<file path="src/rtl/bus_interface_unit.sv">
// Runs one asynchronous 68000-style bus cycle per core request: strobes, DTACK/BERR wait, completion status.
// Optional BIU_TIMEOUT_EN: ends a WAIT after TIMEOUT_CYCLES without DTACK/BERR as a bus error.
module bus_interface_unit #(
    parameter int ADDR_W         = 23,
    parameter int TIMEOUT_CYCLES = 64
) (
    input  logic              CLK,
    input  logic              RESET,
    input  logic              req,
    input  logic              req_rw,
    input  logic [ADDR_W-1:0] req_addr,
    input  logic [1:0]        req_be,
    input  logic [15:0]       req_wdata,
    output logic              busy,
    output logic              done,
    output logic              err,
    output logic [15:0]       rdata,
    output logic [ADDR_W-1:0] A,
    output logic              AS,
    output logic              UDS,
    output logic              LDS,
    output logic              RW,
    output logic [15:0]       D_OUT,
    output logic              D_OE,
    input  logic [15:0]       D_IN,
    input  logic              DTACK,
    input  logic              BERR
);
    localparam logic [2:0] S_IDLE = 3'd0;
    localparam logic [2:0] S_ADDR = 3'd1;
    localparam logic [2:0] S_STRB = 3'd2;
    localparam logic [2:0] S_WAIT = 3'd3;
    localparam logic [2:0] S_END  = 3'd4;

    logic [2:0]  state;
    logic        rw_q;
    logic [1:0]  be_q;
    logic [15:0] wdata_q;
    logic        dtack_meta, dtack_s, berr_meta, berr_s;
`ifdef BIU_TIMEOUT_EN
    logic [15:0] cnt;
`endif

    assign busy = (state != S_IDLE);

    // Strobes and D_OE are registers, so the async reset negates them immediately.
    always_ff @(posedge CLK or negedge RESET) begin
        if (!RESET) begin
            state      <= S_IDLE;
            rw_q       <= 1'b1;
            be_q       <= '0;
            wdata_q    <= '0;
            dtack_meta <= 1'b0;
            dtack_s    <= 1'b0;
            berr_meta  <= 1'b0;
            berr_s     <= 1'b0;
            A          <= '0;
            AS         <= 1'b1;
            UDS        <= 1'b1;
            LDS        <= 1'b1;
            RW         <= 1'b1;
            D_OUT      <= '0;
            D_OE       <= 1'b0;
            done       <= 1'b0;
            err        <= 1'b0;
            rdata      <= '0;
`ifdef BIU_TIMEOUT_EN
            cnt        <= '0;
`endif
        end else begin
            dtack_meta <= DTACK;
            dtack_s    <= dtack_meta;
            berr_meta  <= BERR;
            berr_s     <= berr_meta;
            case (state)
                S_IDLE: begin
                    if (req) begin
                        if (req_be != 2'b00) begin
                            A       <= req_addr;
                            RW      <= req_rw;
                            rw_q    <= req_rw;
                            be_q    <= req_be;
                            wdata_q <= req_wdata;
                            state   <= S_ADDR;
                        end else begin
                            // Empty byte mask: complete without touching the bus.
                            err   <= 1'b0;
                            done  <= 1'b1;
                            state <= S_END;
                        end
                    end
                end
                S_ADDR: begin
                    AS <= 1'b0;
                    if (rw_q) begin
                        UDS <= ~be_q[1];
                        LDS <= ~be_q[0];
                    end else begin
                        D_OUT <= wdata_q;
                        D_OE  <= 1'b1;
                    end
                    state <= S_STRB;
                end
                S_STRB: begin
                    // Write data strobes trail AS by one cycle so D is settled.
                    if (!rw_q) begin
                        UDS <= ~be_q[1];
                        LDS <= ~be_q[0];
                    end
`ifdef BIU_TIMEOUT_EN
                    cnt <= '0;
`endif
                    state <= S_WAIT;
                end
                S_WAIT: begin
                    if (berr_s) begin
                        {AS, UDS, LDS} <= 3'b111;
                        err   <= 1'b1;
                        done  <= 1'b1;
                        state <= S_END;
                    end else if (dtack_s) begin
                        {AS, UDS, LDS} <= 3'b111;
                        err   <= 1'b0;
                        done  <= 1'b1;
                        if (rw_q) rdata <= D_IN;
                        state <= S_END;
                    end
`ifdef BIU_TIMEOUT_EN
                    else if (cnt == 16'(TIMEOUT_CYCLES - 1)) begin
                        {AS, UDS, LDS} <= 3'b111;
                        err   <= 1'b1;
                        done  <= 1'b1;
                        state <= S_END;
                    end else begin
                        cnt <= cnt + 16'd1;
                    end
`endif
                end
                S_END: begin
                    done  <= 1'b0;
                    D_OE  <= 1'b0;
                    RW    <= 1'b1;
                    state <= S_IDLE;
                end
                default: state <= S_IDLE;
            endcase
        end
    end
endmodule

</file>
<file path="config.mk">
export PLATFORM = sky130hd
export DESIGN_NAME = bus_interface_unit
export DESIGN_NICKNAME = d
export VERILOG_FILES = /design/src/rtl/bus_interface_unit.sv
export SDC_FILE = /design/constraint.sdc
export NUM_CORES = 1
export LEC_CHECK = 0
export ABC_AREA = 1
export CAP_MARGIN = 20
export CORE_MARGIN = 2
export CORE_UTILIZATION = 35
export DETAILED_ROUTE_END_ITERATION = 10
export PLACE_DENSITY = 0.7
export SYNTH_ARGS = -nofsm -noshare
export SYNTH_HDL_FRONTEND = slang
export SYNTH_SLANG_ARGS = --single-unit
</file>
<file path="constraint.sdc">
create_clock -name CLK -period 1.35 [get_ports CLK]
set_input_delay 0.135 -clock CLK [delete_from_list [all_inputs] [get_ports CLK]]
set_output_delay 0.135 -clock CLK [all_outputs]
set_load 0.01 [all_outputs]
</file>
==> flow_summary_export.csv <==
group,metric,value,unit
worst_setup_path,r2r_setup_slack,0.03,ns
pwr,power,11.18,mW
finish,syn_to_final_growth,45.44,%
finish,final_core_util,52.37,%
synth,avgSynthCellArea,9.939,um2
timing,clock_skew,0.007545,ns
clock_tree,cts_max_level,3,
timing,finalCritPeriodShare,97.92,%
clock_tree,cts_tree,"built",
die,core_area,10320,um2
finish,drive_above_1_share,21.77,%
synth,synth_top_area_cell,"dfrtp_1",
clock_tree,cts-buffers-inserted,9,
worst_setup_path,worstPathRequired,1.59,ns
synth,ys_top_cells_by_count,"83 x dfrtp_1, 77 x nand2_1, 67 x inv_1",
synth,synthTopCellsByArea,"dfrtp_1 56%, nand2_1 7.8%, inv_1 6.8%",
finish,fin_nets,578,
min_path,hold_end,"berr_meta$_DFF_PN0_",
detailed_routing,avgRoutedWirePerCell,12.18,um
timing,finalCriticalPeriod,1.322,ns
die,initial_core_util,36.01,%
synth,synth_top_area_share,55.87,%
clock_tree,cts_buffer_depth,2,
clock_tree,clk_pin_slew_worst_paths,0.09,ns
min_path,whs_path_depth,1,
global_route,grt_overflow,0,
global_route,grt_start_max_net_pins,58,
worst_setup_path,r2r-start,"state[1]$_DFFE_PN0P_",
pwr,leakagePower,2.806,nW
pwr,p_per_area,2069,nW/um2
worst_setup_path,r2r_end,"A[18]$_DFFE_PN0P_",
synth,synth-edff-count,0,
placed_design,place_congestion,0.8330,
detailed_routing,drtIter0Drc,105,
placed_design,place_ws,-0.09338,ns
detailed_routing,antenna_left,0,
flow_run,drv_cap,0,
synth,syn_inst,374,
synth,yosysMostFrequentCell,"dfrtp_1",
clock_tree,cts_root_buf,"clkbuf_8",
placed_design,port-buffer-count,125,
detailed_routing,dr.pass1.iters,4,
worst_setup_path,crit_type,"reg -> reg",
timing,setup-violations-final,0,
die,rows,37,
outcome,status,"finished, final reports clean",
timing,tightest_slew,0.3572,ns
worst_setup_path,endpoint_kind,"register",
min_path,hold_class,"in -> reg",
timing,maxSlewViolCount,0,
synth,syn-num-nets,437,
synth,ys_seq_area_share,59.41,%
timing,timing.fmax,756.5,MHz
worst_setup_path,cp.arrival,1.56,ns
synth,ys_warn_count,0,
detailed_routing,drc,0,
global_route,antenna_found_initial,0,
worst_setup_path,start_kind,"register",
timing,hold_viol,0,
synth,synth.distinct_cells,24,
finish,antenna_cells,0,
finish,fin_area,5406,um2
detailed_routing,num_vias,2840,
clock_tree,clkSinkCount,88,
placed_design,place_hpwl,5812,um
worst_setup_path,r2r_cells,6,
synth,netlist_area,3717,um2
die,die_area,11460,um2
clock_tree,clock_latency,0.35,ns
placed_design,place_area,5200,um2
global_route,grt_pass1_vias,2882,
synth,synthArstFlopShare,100.0,%
pwr,ir_drop,0.8213,mV
synth,synthFlopType,"dfrtp_1",
detailed_routing,post_drt_via_cell_ratio,4.336,
detailed_routing,drt-total-wl,7981,um
die,die_h,107.1,um
synth,synth-seq-cells,88,
timing,fin_ws,0.02812,ns
global_route,grt_pass1_wl,13320,um
timing,slew_headroom,76.19,%
global_route,grt_util_all_layers,14.82,%
worst_setup_path,cp_max_fo,57,
die,num_io_pins,126,
die,die_x,107.1,um
timing,rsz0062_at_grt,"true",
min_path,worstHoldStart,"BERR",
-- worst max-delay path, stage by stage (launching register included) --
cell and delay (ns):
dfrtp_2 0.44, nor2_4 0.13, buf_6 0.12, nand4_4 0.13
buf_12 0.22, nand2_1 0.08, o21ai_0 0.07
-- registers in the layout, summed over array words and instances (netlist names) --
signal      count
berr_meta       1
berr_s          1
rdata          16
err             1
D_OUT          16
UDS             1
A              23
state           3
wdata_q        16
LDS             1
RW              1
be_q            2
AS              1
D_OE            1
done            1
rw_q            1
dtack_s         1
dtack_meta      1
-- cell type report --
class	instances	area, um2
Multi-Input combinational cell	202	1141
Inverter	68	257.7
Clock inverter	3	40.04
Fill cell	950	4917
Timing Repair Buffer	146	1421
Sequential cell	88	2211
Tap cell	136	170.2
Clock buffer	12	165.2
-- metrics by stage --
stage	setup TNS, ns	hold slack (ns)	cells
after CTS	-0.1553	0.1928	651
after global placement	-1.795	0.07388	634
after detailed placement	-2.418	0.07103	634
after floorplan	0	-0.1606	374
after global routing	-0.9770	0.2015	655
final	0	0.2162	655
-- per-layer routing --
metal	vias up	wire [um]	GRT usage [%]
li1	1427	-	-
met1	1314	3450	17.30
met2	84	3826	24.59
met3	15	541	4.742
met4	0	163	7.143
met5	-	0	0
-- worst max-delay path by stage --
stage,start,slack (ns),to,depth (start not counted)
final,state[1]$_DFFE_PN0P_,0.03,A[18]$_DFFE_PN0P_,6
after detailed placement,req_be[0],-0.09,A[10]$_DFFE_PN0P_,7
after floorplan,state[1]$_DFFE_PN0P_,0.09,A[0]$_DFFE_PN0P_,6
after CTS,state[0]$_DFFE_PN0P_,-0.16,busy,3
after global routing,state[1]$_DFFE_PN0P_,-0.07,err$_DFFE_PN0P_,8
after global placement,req_be[0],-0.06,A[0]$_DFFE_PN0P_,7
-- where the power goes --
| group | total [mW] | internal, mW | switching [mW] |
|---|---|---|---|
| Sequential | 4.55 | 3.88 | 0.665 |
| Combinational | 4.75 | 2.26 | 2.49 |
| Clock | 1.89 | 0.992 | 0.896 |
| Total | 11.2 | 7.13 | 4.05 |
-- layout by cell type, fill, tap and decap left out, types with 2 or more instances in the layout --
cell type        netlist  layout
a21oi_2                8       8
dfrtp_2                0       2
o21ai_0               22      21
buf_4                  0      12
buf_6                 11       2
nor2_2                 4       6
o21ai_2               28      28
clkbuf_8               0      12
clkdlybuf4s50_1        0      61
nand2_2               18      19
clkinv_2               0       2
nand3_2                0       2
nor2_4                 2       2
nor2_1                 9       7
dfstp_2                5       5
o21ai_1               11      12
nand3_1               15      13
inv_1                 67      67
buf_12                 0       7
dfrtp_1               83      81
dlygate4sd2_1          0      62
nand2_1               77      76
a21oi_1                2       2
-- cells by family after synthesis --
logic type / count (synthesis) / share of synthesized area [%]
simple gates: 130 / 16.46
flops: 88 / 59.41
buf+inv: 84 / 10.77
compound gates: 72 / 13.36
-- repair_timing --
action,in CTS,in global routing
endpoints found under the setup margin,63,45
hold endpoints to repair,33,0
hold buffers,1,0
gates resized for setup,64,13
buffers inserted,1,4
pin swaps,0,5
cloned,0,0
(Power assumes the default switching activity.)
